[src/rtl/sigmoid_inverse_8bit.sv]
// Sequential inverse of the 8-bit sigmoid: a bitwise binary search that finds the smallest
// signed x with sigmoid_8bit(x) >= y, using one combinational sigmoid_8bit probe per clock.

// Piecewise-linear sigmoid (PLAN segments), x in Q3.4, y scaled by 1024.
// Positive side saturates at 1020, so codes above 1020 are unreachable.
module sigmoid_8bit (
    input  logic [7:0] x,
    output logic [9:0] y
);
    logic [7:0]  a;
    logic [10:0] u;

    always_comb begin
        a = x[7] ? (~x + 8'd1) : x;
        if (a < 8'd16)
            u = 11'd512 + {3'b0, a[3:0], 4'b0};
        else if (a < 8'd38)
            u = 11'd640 + {2'b0, a[5:0], 3'b0};
        else if (a < 8'd80)
            u = 11'd864 + {3'b0, a[6:0], 1'b0};
        else
            u = 11'd1024;
        // Negative side mirrors as 1024 - u; u = 1024 wraps to exactly 0 in 10 bits
        if (x[7])
            y = 10'd0 - u[9:0];
        else
            y = (u > 11'd1020) ? 10'd1020 : u[9:0];
    end
endmodule

module sigmoid_inverse_8bit (
    input  logic        clk,
    input  logic        rst_n,
    input  logic        in_valid,
    output logic        in_ready,
    input  logic [9:0]  in_y,
    output logic        out_valid,
    input  logic        out_ready,
    output logic [7:0]  out_x,
    output logic        out_sat,
    output logic        busy
);
    localparam int X_W = 8;
    localparam int Y_W = 10;

    typedef enum logic [1:0] {IDLE, SEARCH, DONE} state_t;

    state_t         state, state_n;
    logic [8:0]     cnt, cnt_n;
    logic [3:0]     b, b_n;
    logic [Y_W-1:0] y_r, y_n;
    logic [X_W-1:0] x_n;
    logic           sat_n;
    logic [9:0]     cand;
    logic [X_W-1:0] probe_x;
    logic [Y_W-1:0] probe_y;
    logic           take;

    sigmoid_8bit u_sig (
        .x (probe_x),
        .y (probe_y)
    );

    always_ff @(posedge clk or negedge rst_n) begin
        if (!rst_n) begin
            state   <= IDLE;
            cnt     <= 9'd0;
            b       <= 4'd8;
            y_r     <= '0;
            out_x   <= '0;
            out_sat <= 1'b0;
        end else begin
            state   <= state_n;
            cnt     <= cnt_n;
            b       <= b_n;
            y_r     <= y_n;
            out_x   <= x_n;
            out_sat <= sat_n;
        end
    end

    // cnt counts candidates known to sit below y_r; candidate c maps to x = c - 1 - 128
    always_comb begin
        state_n = state;
        cnt_n   = cnt;
        b_n     = b;
        y_n     = y_r;
        x_n     = out_x;
        sat_n   = out_sat;
        cand    = {1'b0, cnt} + (10'd1 << b);
        probe_x = (cand[7:0] - 8'd1) ^ 8'h80;
        take    = (cand <= 10'd256) && (probe_y < y_r);
        case (state)
            IDLE: begin
                if (in_valid) begin
                    y_n     = in_y;
                    cnt_n   = 9'd0;
                    b_n     = 4'd8;
                    state_n = SEARCH;
                end
            end
            SEARCH: begin
                if (take)
                    cnt_n = cand[8:0];
                if (b == 4'd0) begin
                    state_n = DONE;
                    sat_n   = cnt_n[8];
                    x_n     = cnt_n[8] ? 8'h7F : (cnt_n[7:0] ^ 8'h80);
                end else begin
                    b_n = b - 4'd1;
                end
            end
            DONE: begin
                if (out_ready)
                    state_n = IDLE;
            end
            default: state_n = IDLE;
        endcase
    end

    assign in_ready  = (state == IDLE);
    assign out_valid = (state == DONE);
    assign busy      = (state != IDLE);
endmodule

[config.mk]
export PLATFORM = sky130hd
export DESIGN_NAME = sigmoid_inverse_8bit
export DESIGN_NICKNAME = d
export VERILOG_FILES = /design/src/rtl/sigmoid_inverse_8bit.sv
export SDC_FILE = /design/constraint.sdc
export NUM_CORES = 1
export LEC_CHECK = 0
export CAP_MARGIN = 0
export CORE_MARGIN = 2
export CORE_UTILIZATION = 43
export DETAILED_ROUTE_END_ITERATION = 12
export PLACE_DENSITY = 0.64
export SLEW_MARGIN = 20
export SYNTH_ARGS = -nofsm -noshare
export SYNTH_HDL_FRONTEND = slang
export SYNTH_SLANG_ARGS = --single-unit
[constraint.sdc]
create_clock -name clk -period 12.5 [get_ports clk]
set_clock_uncertainty 0.05 [all_clocks]
set_input_delay 2.5 -clock clk [delete_from_list [all_inputs] [get_ports clk]]
set_output_delay 2.5 -clock clk [all_outputs]
set_load 0.02 [all_outputs]
==> results summary <==
The share of flip-flops with an asynchronous set or reset came out at 1.00. The register area share after synthesis is 0.226. The number of antenna violations at the first check in global routing is 0. The number of enable flip-flop cells after synthesis came out at 0. Relative to the synthesized area, the layout overhead comes to 11.8%. Once layout is complete, the utilization of the core stands at 0.490.

The clock tree root buffer cell is sky130_fd_sc_hd__clkbuf_8. The ratio of final minimum period to clock period is 0.741. The routability congestion estimate is around 0.9. The clock latency on the worst-skew pair came out at 300 ps. Clock tree synthesis inserted a total of 5 buffers. The effective utilization at floorplan is 0.439. The post-detailed-route via-to-cell ratio came out at 6.15. The count of cell types in the netlist is between 70 and 80.

Setup slack on the critical path of the routed design comes to 3240 ps. The I/O pin total is 26. TritonCTS built the clock tree.

Before antenna repair, the detailed router went through 5 iterations. The share of post-route cells with drive strength above 1 is 0.0688. OpenSTA, run right after detailed placement, puts the worst setup slack at 3340 ps. In the synthesized netlist, the number of instances is 449. The average routed wire per standard cell came out at approximately 18 um.

In this design, the critical path's most frequently occurring cell is sky130_fd_sc_hd__ha_1. The number of sinks handled by clock tree synthesis is 34. The slew at the pin with the worst max-slew slack came out at approximately 990 ps. The total placed cells including tap cells came out at 565. The number of rows in the core area came out at 34. The maximum fanout along the worst path is 11. Of the total synthesized cell area, the portion taken by AND, OR, NAND and NOR gates is 0.222.

Clock-pin slew was measured on the worst setup and hold paths at 80 ps. The count of antenna-violating nets left after detailed routing is 0. The post-synthesis sequential element count is 34. The number of global-route vias before repair was 3445. The worst endpoint required time is 12560 ps. For this run, the top clock speed supported by timing is 0.108 GHz. The antenna cell count came out at 0.

The total negative setup slack is 0 ps. The largest net degree at the start of global routing is 35. The first global-routing pass estimated 17200 um of wire. The worst setup path is captured at a flop. Max-cap violations in this run came to 0. The cell with the largest stage delay on the worst path is sky130_fd_sc_hd__nor3_1. The worst pin sits at a relative slew slack of 0.339. The fraction of the mapped netlist area in compound gates is 0.288. Setup repair after global routing left no endpoint under its margin. Buffers placed on the I/O ports in this run total 25. The synthesized net count is 496. The hold violation count in the final report is 0. The overall via count from detail_route is 3522. The post-synthesis mux area share came out at 0.0382. The total routing resource utilization after global routing came out at 0.218. The cts-stage hold buffer count came out at 0.

The maximum single-stage delay on the critical path came out at 820 ps. The critical path is of the reg2reg type. The number of pins with negative max-slew slack in the final report was 0. The detailed router finished its first iteration with ~200 violations. In this run the number of H-tree levels came out at 2.

For the worst setup path, the data arrival time is 9320 ps. The final critical path time including I/O delays and setup came out at 9260 ps. The setup violation total in the final timing report is 0. The area of the die is 9530 um2.

The adder and majority cell fraction of the synthesized area came out at 0.112. The horizontal die dimension is 97.6 um. The floorplan step set the die height to slightly below 100 um. The Yosys step of the flow raised 0 warnings. The run finished with clean final reports.

After detailed routing, the total wire length is 10000 um. Among all flip-flop cells after synthesis, the most frequent one is sky130_fd_sc_hd__dfrtp_1. The number of nets in the layout came out at approximately 500.

The longest clock path from root to sink contains 2 buffers. The synthesized cell area came out at 3770 um2. The detailed-placement wirelength estimate is between 7000 and 8000 um.

The post-cts repair resize count is 0. STA classifies the critical path startpoint as a flop. In the routed design, unresolved DRC markers number 0.

The final cell count without fillers is between 500 and 600. The post-CTS repair timing setup buffer count came out at 0. The synthesized area divided by synthesized cell count is 8.39 um2.

After synthesis, the largest family of logic cells by area is compound AO/OA/AOI/OAI gates. The worst min-delay path class is reg2reg. The post-synthesis xor/xnor area fraction is 0.0598.

The aggregate global routing overflow is 0. The total core area is between 8000 and 9000 um2.
==> layout make-up <==
class,instances,area [um2]
clock buffers,5,68.8
well taps,108,135
flip-flops and latches,34,852
fillers,836,4380
inverters,30,113
multi-input cells,366,2710
clock inverters,3,68.8
repair buffers,27,265
==> cells by family (layout without fill, tap and decap cells) <==
group	Yosys count	count (layout)
fa+ha+maj	33	33
buf+inv	49	65
xor+xnor	19	19
compound gates	144	144
flops	34	34
mux	14	14
simple gates	156	156
==> per-layer routing <==
metal / GRT usage / vias up / routed length, um
li1: - / 1715 / -
met1: 0.305 / 1663 / 4670
met2: 0.340 / 119 / 4530
met3: 0.0302 / 25 / 518
met4: 0.0876 / 0 / 329
met5: 0 / - / 0
==> worst max-delay path, delay by kind of cell (launching register included) <==
family / cells / cell delay (ps)
buf+inv: 2 / 250
fa+ha+maj: 6 / 1860
simple gates: 11 / 3220
xor+xnor: 1 / 180
flops: 1 / 460
compound gates: 12 / 2400
mux: 2 / 650
==> flip-flops by register name (all words and copies together), names as in the netlist <==
register / flops
y_r: 10
out_sat: 1
state: 2
out_x: 8
cnt: 9
b: 4
==> Yosys cell counts (12+ instances only) <==
master	n	area share
sky130_fd_sc_hd__a21oi_1	15	0.020
sky130_fd_sc_hd__and2_1	14	0.023
sky130_fd_sc_hd__clkbuf_1	12	0.012
sky130_fd_sc_hd__dfrtp_1	33	0.22
sky130_fd_sc_hd__ha_1	32	0.11
sky130_fd_sc_hd__inv_1	30	0.030
sky130_fd_sc_hd__nand2_1	37	0.037
sky130_fd_sc_hd__nand3_1	13	0.017
sky130_fd_sc_hd__nor2_1	28	0.028
sky130_fd_sc_hd__nor3_1	12	0.016
sky130_fd_sc_hd__o21ai_0	28	0.037
sky130_fd_sc_hd__xnor2_1	12	0.028
==> placed cells by master, fill, tap and decap left out, types with 7 or more instances in the layout <==
master and instances:
sky130_fd_sc_hd__a21oi_1 15, sky130_fd_sc_hd__nand2_1 37, sky130_fd_sc_hd__o21ai_0 27, sky130_fd_sc_hd__o21a_1 7, sky130_fd_sc_hd__o22ai_1 7, sky130_fd_sc_hd__dfrtp_1 33, sky130_fd_sc_hd__clkdlybuf4s50_1 25, sky130_fd_sc_hd__a21o_1 11
sky130_fd_sc_hd__ha_1 32, sky130_fd_sc_hd__a221oi_1 8, sky130_fd_sc_hd__nand3_1 13, sky130_fd_sc_hd__inv_1 30, sky130_fd_sc_hd__a22o_1 8, sky130_fd_sc_hd__nor2b_1 8, sky130_fd_sc_hd__nor3_1 12, sky130_fd_sc_hd__and3_1 7
sky130_fd_sc_hd__nor2_1 28, sky130_fd_sc_hd__and2_1 14, sky130_fd_sc_hd__xnor2_1 12, sky130_fd_sc_hd__mux2i_1 11
==> path summary, 6_finish.rpt <==
kind	end	slack, ps	start	depth (start not counted)
worst min register to register	out_sat	450	out_sat	2
worst min-delay path	out_sat	450	out_sat	2
worst max register to register	out_x[1]	3240	b[0]	34
worst max-delay path	out_x[1]	3240	b[0]	34
max in group asynchronous	b[3]	9480	rst_n	2
min in group asynchronous	y_r[6]	2560	rst_n	2
==> stage by stage <==
stage	hold WS (ps)	cell area (um2)
after floorplan	431	3770
after global placement	425	4080
after detailed placement	436	4080
after CTS	459	4210
after global routing	484	4210
final	452	4210
Power is not shown: default switching activity piles up to over one toggle a cycle in this logic, so the estimate is an artifact.
